<file path="config.mk">
export PLATFORM = sky130hd
export DESIGN_NAME = act_tile_fetch
export DESIGN_NICKNAME = d
export VERILOG_FILES = /design/src/rtl/act_fetch_pkg.sv /design/src/rtl/act_tile_fetch_addr.sv /design/src/rtl/act_tile_fetch.sv
export SDC_FILE = /design/constraint.sdc
export NUM_CORES = 1
export LEC_CHECK = 0
export ABC_AREA = 0
export BUFFER_PORTS_ARGS = -buffer_cell sky130_fd_sc_hd__buf_2
export CORE_MARGIN = 3
export CORE_UTILIZATION = 56
export CTS_BUF_LIST = sky130_fd_sc_hd__clkbuf_8 sky130_fd_sc_hd__clkbuf_16
export DETAILED_ROUTE_END_ITERATION = 8
export PLACE_DENSITY = 0.8
export RECOVER_POWER = 100
export SLEW_MARGIN = 10
export SYNTH_ARGS = -nofsm -noshare
export SYNTH_HDL_FRONTEND = slang
export SYNTH_SLANG_ARGS = --single-unit
</file>
<file path="constraint.sdc">
create_clock -name clk -period 2.6 [get_ports clk]
set_input_delay 0.13 -clock clk [delete_from_list [all_inputs] [get_ports clk]]
set_output_delay 0.13 -clock clk [all_outputs]
set_load 0.01 [all_outputs]
</file>
<file path="src/rtl/act_fetch_pkg.sv">
// act_fetch_pkg: FSM encoding and tile constants shared by the activation tile fetcher
package act_fetch_pkg;
  localparam logic [1:0] S_IDLE = 2'd0;
  localparam logic [1:0] S_FETCH = 2'd1;
  localparam logic [1:0] S_WAIT_ACK = 2'd2;
  localparam logic [1:0] S_DONE = 2'd3;
  localparam int TILE_PIX = 36;
  localparam int READ_LAT = 1;
endpackage

</file>
<file path="src/rtl/act_tile_fetch_addr.sv">
// tile_addr_gen: r/c/tx/ty counters and adder-only read address walk over overlapping tiles
module tile_addr_gen #(
  parameter int ADDR_W = 10,
  parameter int IMG_W = 32,
  parameter int TILE = 6,
  parameter int STRIDE = 4,
  parameter int TILES_X = 7,
  parameter int TILES_Y = 7
) (
  input logic clk,
  input logic rst_n,
  input logic clear,
  input logic step,
  input logic next_tile,
  input logic [ADDR_W-1:0] base,
  output logic [ADDR_W-1:0] addr,
  output logic last_pix,
  output logic last_tile
);
  localparam int CW = $clog2(TILE);
  localparam int XW = $clog2(TILES_X);
  localparam int YW = $clog2(TILES_Y);
  logic [CW-1:0] r, c;
  logic [XW-1:0] tx;
  logic [YW-1:0] ty;
  logic [ADDR_W-1:0] row_org, tile_org, band_org;
  logic last_col, last_row;
  assign last_col = c == CW'(TILE - 1);
  assign last_row = r == CW'(TILE - 1);
  assign last_pix = last_col && last_row;
  assign last_tile = tx == XW'(TILES_X - 1) && ty == YW'(TILES_Y - 1);
  assign addr = row_org + ADDR_W'(c);
  // band_org tracks the tile row origin, tile_org the tile origin, row_org the current pixel row
  always_ff @(posedge clk or negedge rst_n)
    if (!rst_n) begin
      r <= '0;
      c <= '0;
      tx <= '0;
      ty <= '0;
      row_org <= '0;
      tile_org <= '0;
      band_org <= '0;
    end else if (clear) begin
      r <= '0;
      c <= '0;
      tx <= '0;
      ty <= '0;
      row_org <= base;
      tile_org <= base;
      band_org <= base;
    end else if (next_tile) begin
      if (tx == XW'(TILES_X - 1)) begin
        tx <= '0;
        ty <= ty + YW'(1);
        band_org <= band_org + ADDR_W'(STRIDE * IMG_W);
        tile_org <= band_org + ADDR_W'(STRIDE * IMG_W);
        row_org <= band_org + ADDR_W'(STRIDE * IMG_W);
      end else begin
        tx <= tx + XW'(1);
        tile_org <= tile_org + ADDR_W'(STRIDE);
        row_org <= tile_org + ADDR_W'(STRIDE);
      end
    end else if (step) begin
      c <= last_col ? '0 : c + CW'(1);
      if (last_col) begin
        r <= last_row ? '0 : r + CW'(1);
        row_org <= last_row ? tile_org : row_org + ADDR_W'(IMG_W);
      end
    end
endmodule

</file>
<file path="src/rtl/act_tile_fetch.sv">
// act_tile_fetch: streams overlapping 6x6 activation tiles from RAM to the Winograd tile shift register.
// Define ACT_FETCH_PERF_EN to add the stall_cnt output counting unacknowledged cycles after tile_last.
module act_tile_fetch
  import act_fetch_pkg::*;
#(
  parameter int DATA_W = 16,
  parameter int ADDR_W = 10,
  parameter int IMG_W = 32,
  parameter int TILE = 6,
  parameter int STRIDE = 4,
  parameter int TILES_X = 7,
  parameter int TILES_Y = 7
) (
  input logic clk,
  input logic rst_n,
  input logic start,
  input logic [ADDR_W-1:0] base_addr,
  output logic mem_rd_en,
  output logic [ADDR_W-1:0] mem_addr,
  input logic [DATA_W-1:0] mem_rdata,
  output logic [DATA_W-1:0] out_data,
  output logic out_valid,
  output logic tile_last,
  input logic tile_ack,
  output logic busy,
`ifdef ACT_FETCH_PERF_EN
  output logic [31:0] stall_cnt,
`endif
  output logic done
);
  logic [1:0] state;
  logic [READ_LAT:0] rd_pipe, last_pipe;
  logic [ADDR_W-1:0] addr;
  logic seen, acked, elig, last_pix, last_tile;
  assign mem_rd_en = state == S_FETCH;
  assign mem_addr = mem_rd_en ? addr : '0;
  assign busy = state == S_FETCH || state == S_WAIT_ACK;
  assign done = state == S_DONE;
  assign out_valid = rd_pipe[READ_LAT];
  assign tile_last = last_pipe[READ_LAT];
  // an ack counts only once this tile's last pixel has been shifted out
  assign elig = state == S_WAIT_ACK && !acked && (tile_last || seen);
  tile_addr_gen #(
    .ADDR_W(ADDR_W), .IMG_W(IMG_W), .TILE(TILE), .STRIDE(STRIDE), .TILES_X(TILES_X), .TILES_Y(TILES_Y)
  ) u_addr (
    .clk(clk),
    .rst_n(rst_n),
    .clear(state == S_IDLE && start),
    .step(mem_rd_en),
    .next_tile(state == S_WAIT_ACK && acked && !last_tile),
    .base(base_addr),
    .addr(addr),
    .last_pix(last_pix),
    .last_tile(last_tile)
  );
  always_ff @(posedge clk or negedge rst_n)
    if (!rst_n) begin
      state <= S_IDLE;
      rd_pipe <= '0;
      last_pipe <= '0;
      out_data <= '0;
      seen <= 1'b0;
      acked <= 1'b0;
    end else begin
      rd_pipe <= {rd_pipe[READ_LAT-1:0], mem_rd_en};
      last_pipe <= {last_pipe[READ_LAT-1:0], mem_rd_en && last_pix};
      if (rd_pipe[READ_LAT-1]) out_data <= mem_rdata;
      seen <= elig && !tile_ack;
      acked <= elig && tile_ack;
      state <= state == S_IDLE ? (start ? S_FETCH : S_IDLE)
             : state == S_FETCH ? (last_pix ? S_WAIT_ACK : S_FETCH)
             : state == S_WAIT_ACK ? (acked ? (last_tile ? S_DONE : S_FETCH) : S_WAIT_ACK)
             : S_IDLE;
    end
`ifdef ACT_FETCH_PERF_EN
  always_ff @(posedge clk or negedge rst_n)
    if (!rst_n) stall_cnt <= '0;
    else if (state == S_IDLE && start) stall_cnt <= '0;
    else if (elig && !tile_ack) stall_cnt <= stall_cnt + 32'd1;
`endif
endmodule

</file>
### After elaboration in Yosys (flattened, before gate mapping)

Cells that the tools add are included.

| operators by class | value |
|---|---|
| add/subtract/negate cells | 8 |
| equality and inequality tests | 8 |
| muxes and demuxes | 34 |
| reduce and logical (&&, ||, !) cells | 26 |

Operator list:

| cell | count |
|---|---|
| 2-to-1 mux 10 bit | 12 |
| 2-to-1 mux 3 bit | 15 |
| adder 3 x 1 -> 3 bit (second input constant) | 4 |
| equality test 3 bit (second input constant) | 4 |
| 2-to-1 mux 2 bit | 6 |
| adder 10 x 3 -> 10 bit | 1 |
| adder 10 x 3 -> 10 bit (second input constant) | 1 |
| adder 10 x 6 -> 10 bit (second input constant) | 1 |
| adder 10 x 8 -> 10 bit (second input constant) | 1 |
| logical AND 1 bit | 10 |
| nonzero test 2 bit | 4 |
| AND reduction 2 bit | 3 |
| nonzero test 3 bit | 2 |
| equality test 2 bit (second input constant) | 2 |
| zero test 1 bit | 3 |
| AND reduction 3 bit | 1 |
| equality test 2 x 1 -> 1 bit (second input constant) | 1 |
| zero test 2 bit | 1 |
| logical OR 1 bit | 2 |
| != test 2 x 1 -> 1 bit (second input constant) | 1 |
| 2-to-1 mux 1 bit | 1 |

| storage, ports and cells | value |
|---|---|
| register bits | 66 |
| output and inout port bits | 31 |
| logic and storage cells | 89 |

### Longest topological paths before layout

| logic depth | value |
|---|---|
| depth in word-level cells | 7 |
| mapped depth | 9 |
| depth with buffers taken out | 8 |

### By module

From an unflattened synthesis, not the netlist that was laid out.

| second synthesis, totals | value |
|---|---|
| cell total of the unflattened synthesis | 338 |
| area, all modules | 3463.3 um^2 |

Modules (own cells, without submodules):

| module | times used | cells an instance | area an instance (um^2) | seq. area each (um^2) |
|---|---|---|---|---|
| tile_addr_gen | 1 | 263 | 2451.1 | 1051.0 |
| act_tile_fetch | 1 | 75 | 1012.2 | 600.6 |

### Least setup slack after synthesis

OpenSTA, ideal clock, no wires.

| path | value |
|---|---|
| path kind | register to register |
| start point | register state[1] |
| end point | register u_addr.row_org[4] |
| library setup time | 0.123 ns |
| data arrival time | 1.760 ns |
| required time | 2.477 ns |
| setup slack | 0.717 ns |
| stages on the path, launching flop included | 10 |
| path buffers | 2 |
| clock period less this slack | 1.883 ns |
| path through | dfrtp_1 > inv_1 > ha_1 > and4b_1 > buf_6 > nand2b_4 > buf_6 > mux2_4 > a21oi_2 > o21ai_1 |

| between the ends | value |
|---|---|
| elaborated cells on any way between the ends | 11 |
| those cells by class | 2 x eq/ne; 2 x mux; 7 x reduce/logical |

RTL lines:

| element | line | RTL |
|---|---|---|
| from (decl) | act_tile_fetch.sv:31 | `logic [1:0] state;` |
| from (signal assigned) | act_tile_fetch.sv:70 | `state <= state == S_IDLE ? (start ? S_FETCH : S_IDLE)` |
| equality test 2 x 1 -> 1 bit | act_tile_fetch.sv:35 | `assign mem_rd_en = state == S_FETCH;` |
| via mem_rd_en | act_tile_fetch.sv:18 | `output logic mem_rd_en,` |
| nonzero test 3 bit (no line) | -- |  |
| AND reduction 2 bit (no line) | -- |  |
| to (signal assigned) | act_tile_fetch_addr.sv:57 | `row_org <= band_org + ADDR_W'(STRIDE * IMG_W);` |
| to (signal assigned) | act_tile_fetch_addr.sv:61 | `row_org <= tile_org + ADDR_W'(STRIDE);` |
| to (signal assigned) | act_tile_fetch_addr.sv:67 | `row_org <= last_row ? tile_org : row_org + ADDR_W'(IMG_W);` |
| to (decl) | act_tile_fetch_addr.sv:26 | `logic [ADDR_W-1:0] row_org, tile_org, band_org;` |

The timed path passes the listed nets, and every way through them passes these cells.
A chain may end at the register's enable or synchronous reset.

### Worst setup path after layout

| path | value |
|---|---|
| start point | register u_addr.c[0] |
| end point | output mem_addr[6] |

| between the ends | value |
|---|---|
| cells in the longest elaborated chain, start to end | 2 |

Ends and longest elaborated chain:

| element | line | RTL |
|---|---|---|
| from (decl) | act_tile_fetch_addr.sv:23 | `logic [CW-1:0] r, c;` |
| from (signal assigned) | act_tile_fetch_addr.sv:64 | `c <= last_col ? '0 : c + CW'(1);` |
| adder 10 x 3 -> 10 bit | act_tile_fetch_addr.sv:32 | `assign addr = row_org + ADDR_W'(c);` |
| 2-to-1 mux 10 bit | act_tile_fetch.sv:36 | `assign mem_addr = mem_rd_en ? addr : '0;` |
| to (decl) | act_tile_fetch.sv:19 | `output logic [ADDR_W-1:0] mem_addr,` |

Every way passes these cells.

==> impl_results.md <==
- Run status: complete, no violations
- Yosys reg bits: 66
- Critical path required time: around 2500 ps
- Leakage: roughly 1.8 nW
- Global Route Usage Sum: between 20% and 30%
- Die Wd: about 85 um
- Synth area leaders: dfrtp_1 (47%), mux2_2 (5.1%), nand2_1 (4.8%), ha_1 (4.3%), a21oi_1 (3.7%)
- Yosys synthesis warning count: 0
- Crit Path Class: reg -> out
- Area growth syn-to-layout: 15.69%
- RSZ-0062 raised after global routing: false
- Multiplexer share of the synthesized area: slightly above 6%
- First-pass GRT wire length: 13990 um
- Total CTS buffers: 9
- Worst-case clock buffer depth: 2
- Critical path peak fanout: 5
- Initial antenna violation count: 0
- Sequential area share after synthesis: a little under half
- Worst-Skew Late Latency: approximately 350 ps
- Post-Synth Simple-Gate Area: between 10% and 20%
- Most frequent cell after synthesis: dfrtp_1
- Worst-path clk slew: 70 ps
- VDD IR-drop max: 0.4431 mV
- Layout cell share with drive strength beyond 1: between 10% and 20%
- Worst Setup End Kind: output pin
- DR vias/cell: 5.764
- Top_reg_cell synth: dfrtp_1
- CTS H-tree lvls: 3
- Slew Limit Fails: 0
- Cells after Synth: 356
- Maxcap violations: 0
- Post-synthesis xor/xnor area fraction: 4.753%
- DRT Wirelength: 8201 um
- Number of global-route vias before repair: between 2000 and 3000
- Slew of the pin with the lowest slew margin: about 1400 ps
- Cell Area, Placed: between 3000 and 4000 um2
- Setup TNS: 0 ps
- Adder-cell share of the synthesized area: roughly 4.9%
- Post-synth ARST share: between 90% and 100%
- Via count: ~2900
- DPL Wire Length: between 5000 and 6000 um
- Largest family of logic cells by synthesized area: simple AND/OR/NAND/NOR gates
- DRC: 0
- Post-synth top area share: 47.18%
- Max_slew headroom: about 3.8%
- Io pins: between 60 and 70
- Largest net degree at the start of global routing: 30
- CTS tree: built
- # diodes: 0
- Starting DRT DRC Count: 280
- # setup viols final: 0
- Synth cell count leaders: dfrtp_1 (66), nand2_1 (45), nor2_1 (30)
- Pwr Density: 714.7 nW/um2
- Crit-path cells: ha_1, inv_1, fa_1, nand2b_1, a21oi_2, nand2_1, xor2_1, nor2b_1, buf_2
- Syn Area/Cell: just under 10 um2
- Clock sinks: 66
- Crit path time final: 2355 ps
- Cell area after layout: just over 4000 um2
- Clock skew: around 5 ps
- Post-Syn Area: 3501 um2
- DR WL/cell: between 15 and 20 um
- Gpl congestion: between 0.8 and 0.9
- Die Height: approximately 85 um
- Clk root buf: clkbuf_8
- Max Fclk: between 0.4 and 0.5 GHz
- Synth unique cells: 55
- Crit start category: register
- Starting density of the core: 58.44%
- Gr ovfl total: 0
- Area of the core: between 5000 and 6000 um2
- Detailed Routing Iterations Pass 1: 5
- Final period utilization: around nine tenths
- Post-synth EDFFs: 0
- DIE AREA: roughly 7200 um2
- Post-synthesis compound-gate area fraction: around 14%
- Post-route ant nets: 0
- Rows: 28
- Fin. Hold Viols: 0
- Biggest area consumer among synthesized cells: dfrtp_1
- Syn Nets: around 400
- CP max stage delay: 420 ps
- Port-buffer cells: 60
- Hold WC Path Type: in -> reg
- # Post-CTS Setup Buffers: 0
- Slowest CP cell: dfrtp_1
- CP arrival: 2230 ps
- Nets: between 400 and 500
[kinds of logic after synthesis]
kind of cell,Yosys count
and+or+nand+nor,133
AOI/OAI and AO/OA,78
DFF,66
buffers and inverters,28
xor gates and xnor gates,19
muxes,19
adders and majority gates,13
[worst max-delay path: cells and delay by family, from the launching register on]
family                     cells  cell delay (ps)
adders and majority gates      2              570
DFF                            1              420
and+or+nand+nor                3              380
buffers and inverters          2              180
AOI/OAI and AO/OA              1              170
xor gates and xnor gates       1              150
[metrics by stage]
stage               hold slack, ps  setup WS, ps  std cells  total power [mW]  utilization [%]
floorplan                   -165.6         717.0        356             1.639                -
global placement             22.75         613.4        482             1.833            64.31
detailed placement           30.52         569.5        482             1.857            64.31
CTS                          2.686         204.2        500             2.931            68.84
global route                0.4724         16.15        501             3.043            67.61
finish                       10.95         244.7        501             2.895            67.61
[power breakdown]
group	switching (mW)	internal (mW)	total, mW
clock network	0.406	0.664	1.07
registers	0.128	1.14	1.27
logic	0.301	0.252	0.552
total	0.835	2.06	2.89
[cell type report]
class                   count  area (um2)
clock buffers              10       137.6
multi-input cells         262        1677
flip-flops and latches     66        1652
inverters                  11       41.29
fillers                   480        1941
repair buffers             71       335.3
well taps                  75       93.84
clock inverters             6       113.9
[cells in the final DEF, fill, tap and decap left out, drive strengths merged, types with 11 or more instances in the layout]
cell type	instances
nor2	30
ha	12
nand3	11
dfrtp	66
o21ai	23
nand2	46
inv	11
mux2	17
buf	35
clkbuf	43
a21oi	27
[per-layer routing]
metal	track usage, %	vias to the layer above	routed length, um
li1	-	1372	-
met2	39.41	109	3985
met3	5.534	15	533
met5	0	-	0
met4	9.209	0	160
met1	32.63	1392	3522
[worst paths after layout]
| path | startpoint | end | slack, ps | cells after the start |
|---|---|---|---|---|
| setup / recovery | u_addr.c[0]$_DFFE_PN0P_ | mem_addr[6] | 240 | 9 |
| hold / removal | mem_rdata[9] | out_data[9]$_DFFE_PN0P_ | 10 | 2 |
| setup reg to reg | state[0]$_DFF_PN0_ | u_addr.row_org[5]$_DFFE_PN0P_ | 330 | 7 |
| hold reg to reg | last_pipe[0]$_DFF_PN0_ | last_pipe[1]$_DFF_PN0_ | 350 | 0 |
| max in group asynchronous | rst_n | u_addr.band_org[3]$_DFFE_PN0P_ | 510 | 3 |
| min in group asynchronous | rst_n | out_data[15]$_DFFE_PN0P_ | 330 | 2 |
[flip-flops by register name (all words and copies together), names as in the netlist]
signal,flops
acked,1
last_pipe,2
out_data,16
rd_pipe,2
seen,1
state,2
u_addr.band_org,10
u_addr.c,3
u_addr.r,3
u_addr.row_org,10
u_addr.tile_org,10
u_addr.tx,3
u_addr.ty,3
[timing repair]
item	in CTS	in global routing
endpoints found under the setup margin	0	1
hold endpoints to repair	14	1
gates resized for setup	0	1
hold buffers	2	1
No activity file was read; power rests on OpenSTA's default activity.
